**config.mk**
```make
export PLATFORM = sky130hd
export DESIGN_NAME = clk_div_prog_flat
export DESIGN_NICKNAME = d
export VERILOG_FILES = /design/src/rtl/clk_div_pkg.sv /design/src/rtl/clk_div_prog_if.sv /design/src/rtl/clk_div_neg_stage.sv /design/src/rtl/clk_div_prog.sv /design/src/flat_wrapper.sv
export SDC_FILE = /design/constraint.sdc
export NUM_CORES = 1
export LEC_CHECK = 0
export BUFFER_PORTS_ARGS = -buffer_cell sky130_fd_sc_hd__buf_4
export CORE_MARGIN = 8
export CORE_UTILIZATION = 35
export CTS_CLUSTER_DIAMETER = 100
export DETAILED_ROUTE_END_ITERATION = 8
export GPL_TIMING_DRIVEN = 0
export MAX_ROUTING_LAYER = met4
export PLACE_DENSITY = 0.57
export SKIP_LAST_GASP = 1
export SYNTH_ARGS = -nofsm -noshare
export SYNTH_HDL_FRONTEND = slang
export SYNTH_SLANG_ARGS = --single-unit
```
**constraint.sdc**
```tcl
create_clock -name clk_in -period 2.59 [get_ports clk_in]
set_input_delay 0.3885 -clock clk_in [delete_from_list [all_inputs] [get_ports clk_in]]
set_output_delay 0.3885 -clock clk_in [all_outputs]
set_load 0.005 [all_outputs]
```
**src/rtl/clk_div_pkg.sv**
```systemverilog
// clk_div_pkg: shared types, limits and ratio clamp for the programmable clock divider
package clk_div_pkg;
  localparam int CLK_DIV_MIN = 2;
  typedef enum logic {IDLE, RUN} state_e;
  function automatic logic [31:0] clamp(input logic [31:0] v);
    return v < 32'(CLK_DIV_MIN) ? 32'(CLK_DIV_MIN) : v;
  endfunction
endpackage

```
**src/rtl/clk_div_prog_if.sv**
```systemverilog
// clk_div_prog_if: control/status bundle of clk_div_prog; tick exists only with CLK_DIV_TICK_EN
interface clk_div_prog_if #(parameter int CNT_W = 8);
  logic en, div_wr, div_busy, clk_out;
  logic [CNT_W-1:0] div_in;
`ifdef CLK_DIV_TICK_EN
  logic tick;
  modport master(output en, div_wr, div_in, input div_busy, clk_out, tick);
  modport slave(input en, div_wr, div_in, output div_busy, clk_out, tick);
`else
  modport master(output en, div_wr, div_in, input div_busy, clk_out);
  modport slave(input en, div_wr, div_in, output div_busy, clk_out);
`endif
endinterface

```
**src/rtl/clk_div_neg_stage.sv**
```systemverilog
// clk_div_neg_stage: negedge retiming flop of the divider phase, isolated for dual-edge constraints
module clk_div_neg_stage (
  input  logic clk_in,
  input  logic rst,
  input  logic d_i,
  output logic q_o
);
  logic n_q;
  always_ff @(negedge clk_in)
    if (!rst) n_q <= 1'b0;
    else n_q <= d_i;
  assign q_o = n_q;
endmodule

```
**src/rtl/clk_div_prog.sv**
```systemverilog
// clk_div_prog: runtime-programmable 50%-duty integer clock divider
// define CLK_DIV_TICK_EN to add the same-domain period-start tick
module clk_div_prog
  import clk_div_pkg::*;
#(
  parameter int CNT_W = 8,
  parameter int DIV_RST = 7
) (
  input logic clk_in,
  input logic rst,
  clk_div_prog_if.slave bus
);
  localparam logic [CNT_W-1:0] N_RST = CNT_W'(DIV_RST);
  localparam logic [CNT_W-1:0] ONE = CNT_W'(1);
  state_e state_q, state_d;
  logic [CNT_W-1:0] act_n_q, act_n_d, pend_n_q, pend_n_d, cnt_q, cnt_d, act_h;
  logic pend_v_q, pend_v_d, p_q, p_d, odd_q, odd_d, n_q, wrap, apply;
  always_ff @(posedge clk_in)
    if (!rst) begin
      state_q <= IDLE;
      act_n_q <= N_RST;
      pend_n_q <= N_RST;
      pend_v_q <= 1'b0;
      cnt_q <= '0;
      p_q <= 1'b0;
      odd_q <= N_RST[0];
    end else begin
      state_q <= state_d;
      act_n_q <= act_n_d;
      pend_n_q <= pend_n_d;
      pend_v_q <= pend_v_d;
      cnt_q <= cnt_d;
      p_q <= p_d;
      odd_q <= odd_d;
    end
  // ratio changes land only where p rises and n is low, so the odd/even mux cannot glitch
  always_comb begin
    wrap = state_q == RUN && cnt_q == act_n_q - ONE;
    apply = pend_v_q && (wrap || state_q == IDLE);
    state_d = state_q == IDLE ? (bus.en ? RUN : IDLE) : (wrap && !bus.en ? IDLE : RUN);
    act_n_d = apply ? pend_n_q : act_n_q;
    odd_d = act_n_d[0];
    act_h = act_n_d >> 1;
    pend_n_d = bus.div_wr ? CNT_W'(clamp(32'(bus.div_in))) : pend_n_q;
    pend_v_d = bus.div_wr || (pend_v_q && !apply);
    cnt_d = state_q == RUN && !wrap ? cnt_q + ONE : '0;
    p_d = state_d == RUN && cnt_d < act_h;
  end
  clk_div_neg_stage u_neg (.clk_in(clk_in), .rst(rst), .d_i(p_q), .q_o(n_q));
  always_comb begin
    bus.clk_out = odd_q ? p_q | n_q : p_q;
    bus.div_busy = pend_v_q;
  end
`ifdef CLK_DIV_TICK_EN
  logic tick_q;
  always_ff @(posedge clk_in) tick_q <= rst && p_d && !p_q;
  assign bus.tick = tick_q;
`endif
endmodule

```
**src/flat_wrapper.sv**
```systemverilog
// flat-port wrapper written by rule: the top's interface ports become plain ports
module clk_div_prog_flat import clk_div_pkg::*;
#(
  parameter int CNT_W = 8,
  parameter int DIV_RST = 7
)
  (clk_in, rst, bus_en, bus_div_wr, bus_div_in, bus_div_busy, bus_clk_out);
  clk_div_prog_if #(.CNT_W(CNT_W)) bus_i ();
  input logic clk_in;
  input logic rst;
  input wire logic [$bits(bus_i.en)-1:0] bus_en;
  input wire logic [$bits(bus_i.div_wr)-1:0] bus_div_wr;
  input wire logic [$bits(bus_i.div_in)-1:0] bus_div_in;
  output wire logic [$bits(bus_i.div_busy)-1:0] bus_div_busy;
  output wire logic [$bits(bus_i.clk_out)-1:0] bus_clk_out;
  assign bus_i.en = bus_en;
  assign bus_i.div_wr = bus_div_wr;
  assign bus_i.div_in = bus_div_in;
  assign bus_div_busy = bus_i.div_busy;
  assign bus_clk_out = bus_i.clk_out;
  clk_div_prog #(.CNT_W(CNT_W), .DIV_RST(DIV_RST)) u_core (.clk_in(clk_in), .rst(rst), .bus(bus_i));
endmodule
```
==> metrics.yaml, run 1 <==
first_pass_iters: 4
syn_area_per_cell_sq_um: 9.39
fmax_ghz: 0.340
synth_area_leaders: "dfxtp_1, mux2i_1, nor2b_1"
path_clk_slew_ns: 0.09
fillCellCount: 417
cts_sinks: 28
postPlaceCellArea_sq_um: 1810
yosys_register_bits: 28
vias: 1251
synth_ff_type: "dfxtp_1"
start_util: 0.366
crit_path_end_kind: "register"
yosys.area_share.xor_xnor: 0.102
synth_top_family_by_area: "simple AND/OR/NAND/NOR gates"
critical_path_class: "register to register"
status: "finished, violations left"
max_cap_viol_count: 0
yosysTopAreaCell: "dfxtp_1"
hold_viol_final: 0
cp_cell_sequence: "nor4_4 -> nand2_2 -> xor2_2 -> o31ai_4 -> o211ai_4 -> buf_6 -> mux2i_4 -> ha_1 -> o21a_1 -> o221ai_1 -> a31oi_1 -> a211oi_2"
slew_viol_final: 0
setup_viol: 1
relSlewSlack: 0.649
dieArea_sq_um: 7050
cts_root_buf: "clkbuf_8"
antenna_found_initial: 0
cts_tree: "built"
numPortBuffers: 13
ctsLongestPathBuffers: 2
std_cell_rows: 24
cp.required_ns: 2.79
clk_latency_ns: 0.33
pin_count: 14
setup_tns_ns: -0.352
synthDistinctLibCells: 39
area_delta_synth_final_pct: 25.3
place_congestion: 0.824
wl_per_cell_um: 14.4
min_period_over_period: 1.14
hold_path_class: "input port to register"
antenna_cells: 0
critical_path_peak_fanout: 6
slowest_delay_ns: 0.40
synthMuxAreaShare: 0.0868
die_h_um: 83.9
syn_inst: 172
r2r_cells: 12
final_area_sq_um: 2020
nets: 221
cp-start-kind: "register"
holdPathStages: 3
layout-drive-gt1-share: 0.295
ctsHtreeMaxLevel: 1
drc: 0
wl_mm: 3.62
drt-initial-drc-count: 59
p_leak_uw: 0.000802
synth_warnings: 0
viasPerCell: 4.96
setup_slack_ns: -0.352
synth-simple-area-share: 0.241
synth.net_count: 192
grt_pass1_vias: 1312
synth_adder_area_share: 0.0620
skew_ns: 0.0616
synth_area_sq_um: 1620
antenna_left: 0
synth_edf_count: 0
grt-ovfl-total: 0
rsz0062_at_grt: "true"
track_usage: 0.108
period_needed_ns: 2.94
multiInputGateArea_sq_um: 1080
ys_async_sr_fraction: 0
dp_hpwl_mm: 2.75
violations: "negative setup slack"
synth_top_area_share: 0.347
seqCellArea_sq_um: 571
crit_arrival_ns: 3.14
synth_compound_area_frac: 0.123
numCtsBuffers: 3
power_density_nw_per_um2: 439
grt_max_degree: 16
die_x_um: 83.9
peakVddDrop_uv: 279
core_region_area_sq_um: 4410
ys_seq_area_frac: 0.347
cp_slowest_cell: "dfxtp_1"
grt_pass1_wl_mm: 6.27
worstMarginPinSlew_ns: 0.527
## area by class of cell
class / count / share of cell area
Buffer: 5 / 0.0167
Multi-Input combinational cell: 132 / 0.536
Clock buffer: 4 / 0.0272
Tap cell: 52 / 0.0322
Inverter: 5 / 0.00928
Sequential cell: 28 / 0.282
Clock inverter: 1 / 0.00186
Timing Repair Buffer: 25 / 0.0946
## state kept, by name (all words and copies together) (netlist names)
register and count:
u_core.act_n_q 8, u_core.bus.div_busy 1, u_core.cnt_q 8, u_core.p_q 1
u_core.pend_n_q 8, u_core.state_q 1, u_core.u_neg.q_o 1
## path summary, 6_finish.rpt
kind                           start                  to  slack [ns]
setup / recovery   u_core.act_n_q[3]          u_core.p_q       -0.35
hold / removal         bus_div_in[2]  u_core.pend_n_q[2]        0.34
setup reg to reg   u_core.act_n_q[3]          u_core.p_q       -0.35
hold reg to reg   u_core.pend_n_q[0]   u_core.act_n_q[0]        0.48
## where the power goes
group | total (uW) | internal [uW] | switching (uW)
Combinational | 148 | 81.7 | 66.6
Sequential | 466 | 447 | 18.9
Clock | 273 | 138 | 135
## per-stage QoR
stage | total power [uW] | setup slack [ns] | util | instances | hold slack, ns
floorplan | 559 | -0.0154 | - | 172 | 0.435
global placement | 598 | -0.337 | 0.409 | 237 | 0.455
detailed placement | 601 | -0.485 | 0.409 | 237 | 0.456
CTS | 887 | -0.386 | 0.440 | 247 | 0.334
global route | 938 | -0.550 | 0.458 | 252 | 0.332
finish | 887 | -0.352 | 0.458 | 252 | 0.340
## worst max-delay path, delay by kind of cell, from the launching register on
family / cells / cell delay [ns]
xor+xnor: 1 / 0.18
buf+inv: 1 / 0.18
flops: 1 / 0.40
compound gates: 6 / 1.11
mux: 1 / 0.18
simple gates: 2 / 0.52
fa+ha+maj: 1 / 0.28
## cell families after synthesis
logic type	Yosys count
and+or+nand+nor	69
DFF	28
AOI/OAI and AO/OA	23
xor gates and xnor gates	18
muxes	14
buffers and inverters	12
adders and majority gates	8
## cell usage in the layout, fill, tap and decap left out, drive strengths merged
cell type / instances
dfxtp: 28
buf: 27
nor2b: 19
nor2: 14
mux2i: 14
nand2: 12
xnor2: 10
ha: 8
xor2: 8
o21ai: 7
clkbuf: 7
inv: 6
nand3: 4
nand4: 4
a31oi: 4
nand3b: 3
and3: 3
a21oi: 3
and2: 2
nor3: 2
o21a: 2
nor4: 2
o31ai: 1
and3b: 1
or3: 1
a41o: 1
o211ai: 1
a21o: 1
or4: 1
o221ai: 1
or2: 1
o2111ai: 1
a211oi: 1
## per-layer routing
metal | vias up | global-route usage | share of wire
li1 | 650 | - | -
met1 | 579 | 0.140 | 0.50
met2 | 20 | 0.171 | 0.47
met3 | 2 | 0.0195 | 0.028
met4 | 0 | 0.0188 | 0.0069
met5 | - | - | 0
## cell usage after synthesis (3+ instances only)
cell type	instances
nor2b_1	19
and3_1	3
xor2_1	7
a31oi_1	3
dfxtp_1	28
nor2_1	14
mux2i_1	14
nand3b_1	3
o21ai_0	6
clkbuf_1	3
xnor2_1	10
nand2_1	12
ha_1	8
nand3_1	4
a21oi_1	3
inv_1	6
nand4_1	3
## repair_timing
| item | CTS | global route |
|---|---|---|
| gates cloned | 0 | 0 |
| buffers inserted | 7 | 5 |
| resized for setup | 10 | 7 |
| hold buffers | 0 | 0 |
| pin swaps | 5 | 8 |
| endpoints found under the setup margin | 2 | 2 |
Note: power is estimated with default switching activity, not from simulation.
==> run 2, diff against run 1 <==
Settings changed: CORE_UTILIZATION 35 to 41, PLACE_DENSITY 0.57 to 0.65.
==> metrics.yaml, run 2 (same netlist as run 1, synthesis figures left out) <==
final_core_util: 0.516  # +0.0573
relSlewSlack: 0.657  # +0.00818
routed.top_layer: "met4"
cp-start-kind: "register"
rsz0062_at_grt: "true"
cell_internal_pwr_uw: 696  # +4.4%
track_usage: 0.130  # +0.0223
core_region_area_sq_um: 3880  # -12%
place_congestion: 0.840  # +2.0%
fmax_ghz: 0.337  # -0.87%
power.switching_uw: 227  # +2.8%
grt_pass1_wl_mm: 6.26  # -0.11%
status: "finished, violations left"
antenna_left: 0  # unchanged
seq_power_share: 0.504  # -0.021
grt_pass1_vias: 1353  # +3.1%
critical_path_class: "register to register"
clkPwrFrac: 0.337  # +0.029
final_cell_mix: "dfxtp_1, buf_4, nor2b_1"
max_cap_viol_count: 0  # unchanged
peakVddDrop_uv: 336  # +20%
layout_commonest_cell: "dfxtp_1"
drt-initial-drc-count: 54  # -8.5%
clk_latency_ns: 0.34  # about the same
setup_tns_ns: -0.378  # -0.0259 ns
die_h_um: 78.8  # -6.2%
reg.largest.list: "u_core.act_n_q (8), u_core.cnt_q (8), u_core.pend_n_q (8)"
ctsHtreeMaxLevel: 1  # unchanged
crit_arrival_ns: 3.14  # about the same
crit_family: "compound AO/OA/AOI/OAI gates"
layout-drive-gt1-share: 0.281  # -0.0136
setup_slack_ns: -0.378  # -0.0259 ns
grt_max_degree: 17  # +1
fillCellCount: 377  # -9.6%
worstMarginPinSlew_ns: 0.515  # -0.0123 ns
area_delta_synth_final_pct: 24.0
p_leak_uw: 0.000809  # +0.85%
pin_count: 14  # unchanged
crit_path_end_kind: "register"
vias: 1287  # +2.9%
dieArea_sq_um: 6200  # -12%
die_x_um: 78.8  # -6.2%
min_period_over_period: 1.15  # +0.0100
viasPerCell: 5.17  # +4.1%
path_clk_slew_ns: 0.10  # about the same
std_cell_rows: 23  # -4.2%
violations: "negative setup slack"
final_cells: 249  # -1.2%
slowest_delay_ns: 0.39  # about the same
numPortBuffers: 13  # unchanged
wl_mm: 3.75  # +3.5%
drc: 0  # unchanged
hold_viol_final: 0  # unchanged
first_pass_iters: 4  # unchanged
period_needed_ns: 2.97  # +0.0259 ns
switching_share: 0.246  # -0.00289
numCtsBuffers: 3  # unchanged
hold_path_class: "input port to register"
nets: 220  # -0.45%
ctsLongestPathBuffers: 2  # unchanged
critical_path_buf_inv_count: 0  # -1
start_util: 0.416  # +0.0499
pwr-share-comb: 0.159  # -0.008
dr_wl_met3_um: 53  # -47%
dp_hpwl_mm: 2.73  # -0.76%
cp_slowest_cell: "dfxtp_4"
met2_length_mm: 1.89  # +12%
cts_tree: "built"
wl_met1_mm: 1.73  # -4.3%
grt-ovfl-total: 0  # unchanged
cts_root_buf: "clkbuf_8"
cp.required_ns: 2.76  # -0.03 ns
skew_ns: 0.0620  # +0.000438 ns
place_inst: 235  # -0.84%
slew_viol_final: 0  # unchanged
wl_per_cell_um: 15.1  # +4.7%
critical_path_peak_fanout: 7  # +1
setup_viol: 1  # unchanged
antenna_cells: 0  # unchanged
antenna_found_initial: 0  # unchanged
power_density_nw_per_um2: 461  # +5.0%
cts_sinks: 28  # unchanged
cp_cell_sequence: "nor4_4 -> nand2_2 -> xor2_2 -> o31ai_4 -> o211ai_4 -> mux2i_2 -> ha_1 -> nand4_1 -> nor2_1 -> o221ai_1 -> a31oi_1 -> a211oi_2"
[run 2: cell type report]
cell class              instances  area, sq um  area share
multi-input cells             132         1060       0.528
flip-flops and latches         28          573       0.286
repair buffers                 24          188      0.0937
clock buffers                   4         66.3      0.0331
well taps                      50         62.6      0.0312
plain buffers                   5         33.8      0.0169
inverters                       5         18.8     0.00937
clock inverters                 1         3.75     0.00187
[run 2: per-stage QoR]
step | hold slack [ns] | instance area [sq um] | worst slack [ns] | total power (uW)
finish | 0.332 | 2000 | -0.378 | 923
global route | 0.319 | 2000 | -0.519 | 971
CTS | 0.327 | 1960 | -0.303 | 923
detailed placement | 0.470 | 1800 | -0.376 | 601
global placement | 0.454 | 1800 | -0.325 | 596
floorplan | 0.435 | 1640 | -0.0154 | 559
[run 2: layer usage]
| layer | track usage | vias to the layer above |
|---|---|---|
| met5 | - | - |
| met4 | 0.0630 | 0 |
| met3 | 0.0226 | 7 |
| met2 | 0.209 | 14 |
| met1 | 0.154 | 618 |
| li1 | - | 648 |
[run 2: tightest hold or removal path, delay by kind of cell]
family / cells / cell delay (ns)
AND/OR/NAND/NOR: 1 / 0.06
buffers and inverters: 1 / 0.09
multiplexers: 1 / 0.06
[run 2: power by group through the flow]
stage / clock [uW] / combinational (uW) / sequential [uW]
6_report: 311 / 147 / 465
5_1_grt: 344 / 160 / 467
4_1_cts: 320 / 139 / 465
3_5_place_dp: 4.83 / 120 / 476
3_3_place_gp: 4.83 / 116 / 475
2_1_floorplan: 4.83 / 84.6 / 470
[run 2: repair_timing]
action	CTS	global route
gates resized for setup	10	6
hold buffers	0	0
setup buffers	9	2
setup endpoints to repair	2	2
pin swaps	11	9
hold endpoints to repair	0	0
[run 2: worst paths after layout]
check	start	end	slack (ns)	cells after the start
max	u_core.act_n_q[2]	u_core.p_q	-0.38	12
min	bus_div_in[2]	u_core.pend_n_q[2]	0.33	3
max reg2reg	u_core.act_n_q[2]	u_core.p_q	-0.38	12
min reg2reg	u_core.pend_n_q[0]	u_core.act_n_q[0]	0.50	2
